$ cat src/rtl/seven_segment_capture_if.sv
// Seven-segment display bus as seen by the capture block.
// master drives the active-low bus, slave returns decoded frames.
interface seven_segment_capture_if;
  logic [7:0]  segment;
  logic [3:0]  anode;
  logic [15:0] value;
  logic [3:0]  dp;
  logic        frame_valid;
  logic        bad_pattern;
  logic        multi_anode;

  modport master (
    output segment,
    output anode,
    input  value,
    input  dp,
    input  frame_valid,
    input  bad_pattern,
    input  multi_anode
  );

  modport slave (
    input  segment,
    input  anode,
    output value,
    output dp,
    output frame_valid,
    output bad_pattern,
    output multi_anode
  );
endinterface

$ cat src/rtl/seven_segment_capture.sv
// Reads back a multiplexed 4-digit seven-segment bus into hex frames.
// Define SEVEN_SEGMENT_CAPTURE_SYNC_EN to add a 2-FF input synchroniser.
module seven_segment_capture #(
  parameter int SETTLE_CYCLES = 16
) (
  input logic                    clk,
  input logic                    reset,
  seven_segment_capture_if.slave bus
);

  localparam int CW = $clog2(SETTLE_CYCLES + 1);
  localparam logic [CW-1:0] SC_W = CW'(SETTLE_CYCLES);
  localparam logic [CW-1:0] ONE_W = CW'(1);

  typedef enum logic [1:0] {
    IDLE,
    SETTLE,
    CAPTURED
  } state_e;

  logic [11:0] s;

`ifdef SEVEN_SEGMENT_CAPTURE_SYNC_EN
  logic [11:0] sync1_q;
  logic [11:0] sync2_q;

  // Idle bus value so reset never looks like a lit digit.
  always_ff @(posedge clk) begin
    if (reset) begin
      sync1_q <= 12'hFFF;
      sync2_q <= 12'hFFF;
    end else begin
      sync1_q <= {bus.anode, bus.segment};
      sync2_q <= sync1_q;
    end
  end

  assign s = sync2_q;
`else
  assign s = {bus.anode, bus.segment};
`endif

  logic       one_low;
  logic       all_high;
  logic       multi;
  logic [1:0] idx;

  always_comb begin
    one_low = 1'b0;
    idx     = 2'd0;
    case (s[11:8])
      4'b1110: begin one_low = 1'b1; idx = 2'd0; end
      4'b1101: begin one_low = 1'b1; idx = 2'd1; end
      4'b1011: begin one_low = 1'b1; idx = 2'd2; end
      4'b0111: begin one_low = 1'b1; idx = 2'd3; end
      default: begin one_low = 1'b0; idx = 2'd0; end
    endcase
  end

  assign all_high = (s[11:8] == 4'hF);
  assign multi    = !one_low && !all_high;

  logic       glyph_ok;
  logic [3:0] nib;

  always_comb begin
    glyph_ok = 1'b1;
    nib      = 4'h0;
    case (s[6:0])
      7'h40: nib = 4'h0;
      7'h79: nib = 4'h1;
      7'h24: nib = 4'h2;
      7'h30: nib = 4'h3;
      7'h19: nib = 4'h4;
      7'h12: nib = 4'h5;
      7'h02: nib = 4'h6;
      7'h78: nib = 4'h7;
      7'h00: nib = 4'h8;
      7'h10: nib = 4'h9;
      7'h08: nib = 4'hA;
      7'h03: nib = 4'hB;
      7'h46: nib = 4'hC;
      7'h21: nib = 4'hD;
      7'h06: nib = 4'hE;
      7'h0E: nib = 4'hF;
      default: glyph_ok = 1'b0;
    endcase
  end

  state_e         state_q, state_d;
  logic [CW-1:0]  count_q, count_d;
  logic [CW-1:0]  count_inc;
  logic [11:0]    lat_q, lat_d;
  logic           load;
  logic           settle_done;

  assign count_inc = count_q + ONE_W;

  always_comb begin
    state_d     = state_q;
    count_d     = count_q;
    lat_d       = lat_q;
    load        = 1'b0;
    settle_done = 1'b0;
    if (multi) begin
      state_d = IDLE;
      count_d = '0;
    end else begin
      case (state_q)
        IDLE: begin
          count_d = '0;
          if (one_low) load = 1'b1;
        end
        SETTLE: begin
          if (s == lat_q) begin
            count_d = count_inc;
            if (count_inc >= SC_W) begin
              settle_done = 1'b1;
              state_d     = CAPTURED;
            end
          end else if (one_low) begin
            load = 1'b1;
          end else begin
            state_d = IDLE;
            count_d = '0;
          end
        end
        CAPTURED: begin
          if (s != lat_q) begin
            if (one_low) begin
              load = 1'b1;
            end else begin
              state_d = IDLE;
              count_d = '0;
            end
          end
        end
        default: begin
          state_d = IDLE;
          count_d = '0;
        end
      endcase
      // A single-sample settle captures on the very first sample.
      if (load) begin
        lat_d   = s;
        count_d = ONE_W;
        if (SC_W == ONE_W) begin
          settle_done = 1'b1;
          state_d     = CAPTURED;
        end else begin
          state_d = SETTLE;
        end
      end
    end
  end

  always_ff @(posedge clk) begin
    if (reset) begin
      state_q <= IDLE;
      count_q <= '0;
      lat_q   <= 12'hFFF;
    end else begin
      state_q <= state_d;
      count_q <= count_d;
      lat_q   <= lat_d;
    end
  end

  logic        cap;
  logic        bad_d, bad_q;
  logic [15:0] shadow_q, shadow_d;
  logic [3:0]  sdp_q, sdp_d;
  logic [3:0]  mask_q, mask_d;
  logic [15:0] value_q, value_d;
  logic [3:0]  dp_q, dp_d;
  logic        fv_d, fv_q;

  assign cap   = settle_done && glyph_ok;
  assign bad_d = settle_done && !glyph_ok;

  always_comb begin
    shadow_d = shadow_q;
    sdp_d    = sdp_q;
    mask_d   = mask_q;
    value_d  = value_q;
    dp_d     = dp_q;
    fv_d     = 1'b0;
    if (mask_q == 4'hF) begin
      value_d = shadow_q;
      dp_d    = sdp_q;
      fv_d    = 1'b1;
      mask_d  = 4'h0;
    end
    // Same-cycle capture lands in the freshly cleared mask.
    if (cap) begin
      shadow_d[{idx, 2'b00} +: 4] = nib;
      sdp_d[idx]                  = ~s[7];
      mask_d[idx]                 = 1'b1;
    end
  end

  always_ff @(posedge clk) begin
    if (reset) begin
      shadow_q <= '0;
      sdp_q    <= '0;
      mask_q   <= '0;
      value_q  <= '0;
      dp_q     <= '0;
      fv_q     <= 1'b0;
      bad_q    <= 1'b0;
    end else begin
      shadow_q <= shadow_d;
      sdp_q    <= sdp_d;
      mask_q   <= mask_d;
      value_q  <= value_d;
      dp_q     <= dp_d;
      fv_q     <= fv_d;
      bad_q    <= bad_d;
    end
  end

  assign bus.value       = value_q;
  assign bus.dp          = dp_q;
  assign bus.frame_valid = fv_q;
  assign bus.bad_pattern = bad_q;
  assign bus.multi_anode = multi && !reset;

endmodule

$ cat src/flat_wrapper.sv
// flat-port wrapper written by rule: the top's interface ports become plain ports
module seven_segment_capture_flat 
#(
  parameter int SETTLE_CYCLES = 16
)
  (clk, reset, bus_segment, bus_anode, bus_value, bus_dp, bus_frame_valid, bus_bad_pattern, bus_multi_anode);
  seven_segment_capture_if bus_i ();
  input logic clk;
  input logic reset;
  input wire logic [$bits(bus_i.segment)-1:0] bus_segment;
  input wire logic [$bits(bus_i.anode)-1:0] bus_anode;
  output wire logic [$bits(bus_i.value)-1:0] bus_value;
  output wire logic [$bits(bus_i.dp)-1:0] bus_dp;
  output wire logic [$bits(bus_i.frame_valid)-1:0] bus_frame_valid;
  output wire logic [$bits(bus_i.bad_pattern)-1:0] bus_bad_pattern;
  output wire logic [$bits(bus_i.multi_anode)-1:0] bus_multi_anode;
  assign bus_i.segment = bus_segment;
  assign bus_i.anode = bus_anode;
  assign bus_value = bus_i.value;
  assign bus_dp = bus_i.dp;
  assign bus_frame_valid = bus_i.frame_valid;
  assign bus_bad_pattern = bus_i.bad_pattern;
  assign bus_multi_anode = bus_i.multi_anode;
  seven_segment_capture #(.SETTLE_CYCLES(SETTLE_CYCLES)) u_core (.clk(clk), .reset(reset), .bus(bus_i));
endmodule
$ cat config.mk
export PLATFORM = sky130hd
export DESIGN_NAME = seven_segment_capture_flat
export DESIGN_NICKNAME = d
export VERILOG_FILES = /design/src/rtl/seven_segment_capture_if.sv /design/src/rtl/seven_segment_capture.sv /design/src/flat_wrapper.sv
export SDC_FILE = /design/constraint.sdc
export NUM_CORES = 1
export LEC_CHECK = 0
export ABC_AREA = 0
export BUFFER_PORTS_ARGS = -buffer_cell sky130_fd_sc_hd__buf_4
export CORE_ASPECT_RATIO = 2
export CORE_MARGIN = 3
export CORE_UTILIZATION = 50
export CTS_BUF_LIST = sky130_fd_sc_hd__clkbuf_8
export DETAILED_ROUTE_END_ITERATION = 16
export PLACE_DENSITY = 0.8
export SLEW_MARGIN = 15
export SYNTH_ARGS = -nofsm -noshare
export SYNTH_HDL_FRONTEND = slang
export SYNTH_SLANG_ARGS = --single-unit
$ cat constraint.sdc
create_clock -name clk -period 4.6 [get_ports clk]
set_clock_uncertainty 0.1 [all_clocks]
set_input_delay 1.38 -clock clk [delete_from_list [all_inputs] [get_ports clk]]
set_output_delay 1.38 -clock clk [all_outputs]
set_load 0.01 [all_outputs]
# Word-level counts from Yosys, hierarchy flattened
# Cells that the tools add are included.
# Widths: inputs -> output; s select.
# op_classes
n_addsub,2
order_cmp,3
eq_ne,30
shift,2
mux,31
n_bitwise,4
reduce_logical,18
# op_table
cell,count
$pmux 4 s15,1
$eq 7x7->1 const B,4
$eq 7x5->1 const B,3
$eq 7x6->1 const B,3
$eq 4x4->1 const B,5
$bwmux 16,1
$reduce_or 16->1,1
$shift 4x6->16 const A,1
$shiftx 4x6->16,1
$mux 5,3
$eq 7x2->1 const B,2
$eq 7x4->1 const B,2
$mux 1,14
$eq 12x12->1,1
$ne 12x12->1,1
$pmux 2 s3,2
$pmux 5 s2,1
$mux 2,4
$mux 4,2
$eq 7x3->1 const B,1
$logic_not 7->1,1
$neg 4->6,1
$reduce_and 3->1,2
$add 5x1->5 const B,1
other kinds (22),32
# totals
ff_bits,65
in_bits,14

# Depth between registers and ports, before layout
# depth
depth_word,9
depth_mapped,9
depth_no_buf,8

# Worst setup path after synthesis
# No wires, ideal clock.
# synth_timing
path_kind,input to output
from,input bus_anode[3]
to,output bus_multi_anode
t_arrival_ns,2.138
t_required_ns,3.120
path_slack_ns,0.982
stages,4
path_buffers,1
path_cell_list,buf_2 > o211ai_1 > o21a_1 > nor2b_1
# synth_via
elab_chain_len,6
word_cells_on_any_way,11
cone_classes,eq/ne: 5; mux: 1; reduce/logical: 5
# synth_rtl
element,line_no,source
start: declaration,flat_wrapper.sv:11,input wire logic [$bits(bus_i.anode)-1:0] bus_anode;
$eq 4x4->1 or $eq 4x3->1 (tied branches),seven_segment_capture.sv:51,case (s[11:8])
$reduce_or 4->1 (no source line),-,
$mux 1,seven_segment_capture.sv:51,
$logic_not 1->1,seven_segment_capture.sv:61,assign multi = !one_low && !all_high;
$logic_and 1x1->1 *,seven_segment_capture.sv:61,
$logic_and 1x1->1 *,seven_segment_capture.sv:226,assign bus.multi_anode = multi && !reset;
end: declaration,flat_wrapper.sv:16,output wire logic [$bits(bus_i.multi_anode)-1:0] bus_multi_anode;
# Every way passes the cells marked *; elsewhere a longest branch is shown, timed or not.

# Worst setup path in the final report
# Same ends and word-level chain as after synthesis.

==> impl_metrics.toml <==
[run_status]
status = "complete, no violations"

[clock_network]
tritoncts_buffer_count = 9
cts_tree = "done"
cts_post_setup_buffers_inserted = 0
clk_transition_reported_paths_ns = 0.07
ctsResizeCount = 0
post_cts_hold_buffer_count = 0
ctsHtreeMaxLevel = 3
tritoncts_num_sinks = 65
cts-root-buf = "sky130_fd_sc_hd__clkbuf_8"
clock_insertion_delay_worst_skew_ns = 0.35
clock_path_buffers = 2

[global_routing]
grt_pass1_vias = 2852
wire_length_of_the_first_global_routing_pass_um = 12960
grt_antenna_before_repair = 0
globalRouteOverflowTotal = 0
busiest_layer = "met2"
globalRouteMet2Util_pct = 33.67
groute.usage.overall_pct = 19.76
grtUsageMet1_pct = 20.72
global_route.usage.met3_pct = 3.925
largest_net_degree_at_the_start_of_global_routing = 64

[power_and_ir_drop]
p_seq_share_pct = 44.6
design_internal_power_uw = 994.0
comb_power_share_pct = 10.0
power_density_nw_per_um2 = 320.4
clock_power_share_pct = 45.4
worst_ir_drop_vdd_mv = 0.1802
swShare_pct = 23.74
net-switching-power_uw = 309.5
leakage_power_uw = 0.001615

[critical_path]
timing.critical_path.cells = "buf_4 > o211ai_1 > o21a_1 > nor2b_1 > buf_4"
crit_required_ns = 3.12
timing.critical_path.slowest_stage_cell = "sky130_fd_sc_hd__o21a_1"
critical_path.max_fanout = 8
critPathBufInv = 2
path_depth = 5
slowest_delay_ns = 0.24
worstSetupEndpointType = "output port"
reg2reg_to = "u_core.lat_q[6]$_SDFFE_PP1P_"
timing.reg2reg.setup_slack_ns = 2.20
reg2reg_depth = 8
timing.critical_path.max_delay_family = "compound AO/OA/AOI/OAI gates"
crit_arrival_ns = 2.22
most_frequent_cell_on_critical_path = "sky130_fd_sc_hd__buf_4"
critical_path_class = "in2out"
worst_r2r_startpoint = "u_core.state_q[1]$_SDFFE_PP0P_"
critical_path.startpoint_type = "input pin"

[die]
die_area_sq_um = 8267
floorplan.die.height_um = 125.6
floorplan.initialDensity_pct = 51.54
core.rowCount = 43
design.core.area_sq_um = 6940
floorplan.die.width_um = 65.81
io_pins = 37

[cells_and_area]
num_antenna_cells = 0
layout_commonest_cell = "sky130_fd_sc_hd__nand2_1"
design.final.nets = 468
post_route_cells_drive_above_1_share_pct = 16.11
mostFrequentLayoutCells = "sky130_fd_sc_hd__nand2_1 (69), sky130_fd_sc_hd__dfxtp_1 (65), sky130_fd_sc_hd__buf_4 (38)"
areaGrowthSynthToFinish_pct = 13.71

[timing]
fin_tns_setup_ns = 0
max_slew_margin_pct = 38.75
timing.final.crit_share_pct = 80.49
slew_violations = 0
layout_setup_ws_ns = 0.8974
rsz_0062_raised_after_global_routing = "false"
fin_crit_ns = 3.703
max_freq_ghz = 0.2701
worst_max_slew_pin_slew_ns = 0.9161
report.final.setup_viol = 0
final-hold-violation-count = 0

[placement]
dp.final_hpwl_um = 5505
port-buffer-count = 36
gpl.final_weighted_congestion = 0.8599
placement.setup.worst_slack_ns = 0.8972

[logic_synthesis]
synthesis.instances = 421
postSynthAreaPerCell_sq_um = 8.497
postSynthNetCount = 447
seq_total_area_yosys_pct = 36.38
yosys_most_used_dff = "sky130_fd_sc_hd__dfxtp_1"
yosysUniqueCellTypes = 67
synthesis.area_sq_um = 3577
ys_warn_count = 0
synthArstFlopShare_pct = 0
synthesis_stage_register_bit_count = 65
number_of_synthesized_flops_with_an_enable_pin = 0

[worst_hold_path]
timing.hold.worst_endpoint = "u_core.bus.value[13]$_SDFFE_PP0P_"
hp-class = "reg2reg"
holdPathStages = 2
hold_path_startpoint = "u_core.bus.value[13]$_SDFFE_PP0P_"

[detailed_routing]
wirelength_um = 7570
drt-pass1-iter-count = 5
drt_drc_violations_left = 0
route.detailed.vias_per_inst = 5.654
wire_per_inst_um = 14.10
detail_route.iter0.violations = 176
vias = 3036
postRouteAntennaNets = 0

[flow_run]
max_cap_viol_count = 0
[routing by layer]
| layer | up-vias | share of wire, % |
|---|---|---|
| met4 | 0 | 5.0 |
| li1 | 1510 | - |
| met3 | 33 | 4.4 |
| met1 | 1401 | 37 |
| met2 | 92 | 53 |
| met5 | - | 0 |
[logic make-up after synthesis]
kind of cell,after synthesis,share of synthesized area [%]
flops,65,36.38
fa+ha+maj,12,4.197
compound gates,88,18.12
buf+inv,45,6.016
simple gates,180,27.28
xor+xnor,19,4.652
mux,12,3.358
[power by group through the flow]
stage	Combinational [uW]	Clock, uW	Sequential [uW]
floorplan	103	0	592
global placement	125	0	593
detailed placement	129	0	594
CTS	130	601	581
global route	143	632	582
finish	131	592	581
[final cells by class]
| type | count | area (sq um) |
|---|---|---|
| Timing Repair Buffer | 38 | 285.3 |
| Clock inverter | 6 | 106.4 |
| Tap cell | 90 | 112.6 |
| Inverter | 17 | 63.81 |
| Fill cell | 621 | 2873 |
| Clock buffer | 10 | 137.6 |
| Sequential cell | 65 | 1301 |
| Multi-Input combinational cell | 311 | 2061 |
[cell usage after synthesis, types with 3 or more instances]
master / count / area share [%]
sky130_fd_sc_hd__nand4_1: 10 / 1.7
sky130_fd_sc_hd__mux2i_1: 12 / 3.4
sky130_fd_sc_hd__nand2_1: 69 / 7.2
sky130_fd_sc_hd__clkbuf_1: 13 / 1.4
sky130_fd_sc_hd__buf_4: 3 / 0.63
sky130_fd_sc_hd__nand2b_1: 22 / 3.8
sky130_fd_sc_hd__nor3_1: 11 / 1.5
sky130_fd_sc_hd__o21ai_1: 6 / 0.84
sky130_fd_sc_hd__o21ai_0: 7 / 0.98
sky130_fd_sc_hd__nand4b_1: 3 / 0.73
sky130_fd_sc_hd__xor2_1: 17 / 4.2
sky130_fd_sc_hd__a21oi_1: 33 / 4.6
sky130_fd_sc_hd__nor2b_1: 3 / 0.52
sky130_fd_sc_hd__inv_1: 17 / 1.8
sky130_fd_sc_hd__buf_6: 3 / 0.94
sky130_fd_sc_hd__nand3_1: 7 / 0.98
sky130_fd_sc_hd__buf_2: 7 / 0.98
sky130_fd_sc_hd__nor2_1: 25 / 2.6
sky130_fd_sc_hd__ha_1: 12 / 4.2
sky130_fd_sc_hd__dfxtp_1: 65 / 36
sky130_fd_sc_hd__nor4_1: 3 / 0.52
sky130_fd_sc_hd__a31oi_1: 3 / 0.52
sky130_fd_sc_hd__a211o_1: 12 / 2.9
sky130_fd_sc_hd__and3_1: 3 / 0.52
[worst reg2reg max path, delay by kind of cell, from the launching register on]
kind | cells | cell delay (ns)
flip-flops | 1 | 0.39
adder cells (fa/ha/maj) | 1 | 0.37
AND/OR/NAND/NOR | 2 | 0.32
buffers and inverters | 2 | 0.41
AO/OA/AOI/OAI | 3 | 0.70
[through the flow]
stage	hold slack (ns)	total power [uW]	utilization, %	cells	cell area (sq um)
after floorplan	0.3319	695.6	-	421	3577
after global placement	0.3426	717.9	55.09	521	3824
after detailed placement	0.3451	722.9	55.09	521	3824
after CTS	0.3564	1312	58.61	537	4068
after global routing	0.3682	1356	58.61	537	4068
final	0.3555	1303	58.61	537	4068
[worst max path at each step]
stage | slack [ns] | end | from
floorplan | 0.98 | bus_multi_anode | bus_anode[3]
finish | 0.90 | bus_multi_anode | bus_anode[3]
global placement | 0.91 | bus_multi_anode | bus_anode[3]
global route | 0.79 | bus_multi_anode | bus_anode[3]
CTS | 0.89 | bus_multi_anode | bus_anode[3]
detailed placement | 0.90 | bus_multi_anode | bus_anode[3]
[sequential cells by signal, indices dropped and copies added, names as in the netlist]
name / count
u_core.sdp_q: 4
u_core.bus.bad_pattern: 1
u_core.state_q: 2
u_core.count_q: 5
u_core.bus.value: 16
u_core.bus.dp: 4
u_core.lat_q: 12
u_core.shadow_q: 16
u_core.mask_q: 4
u_core.bus.frame_valid: 1
No activity file was read; power rests on OpenSTA's default activity.
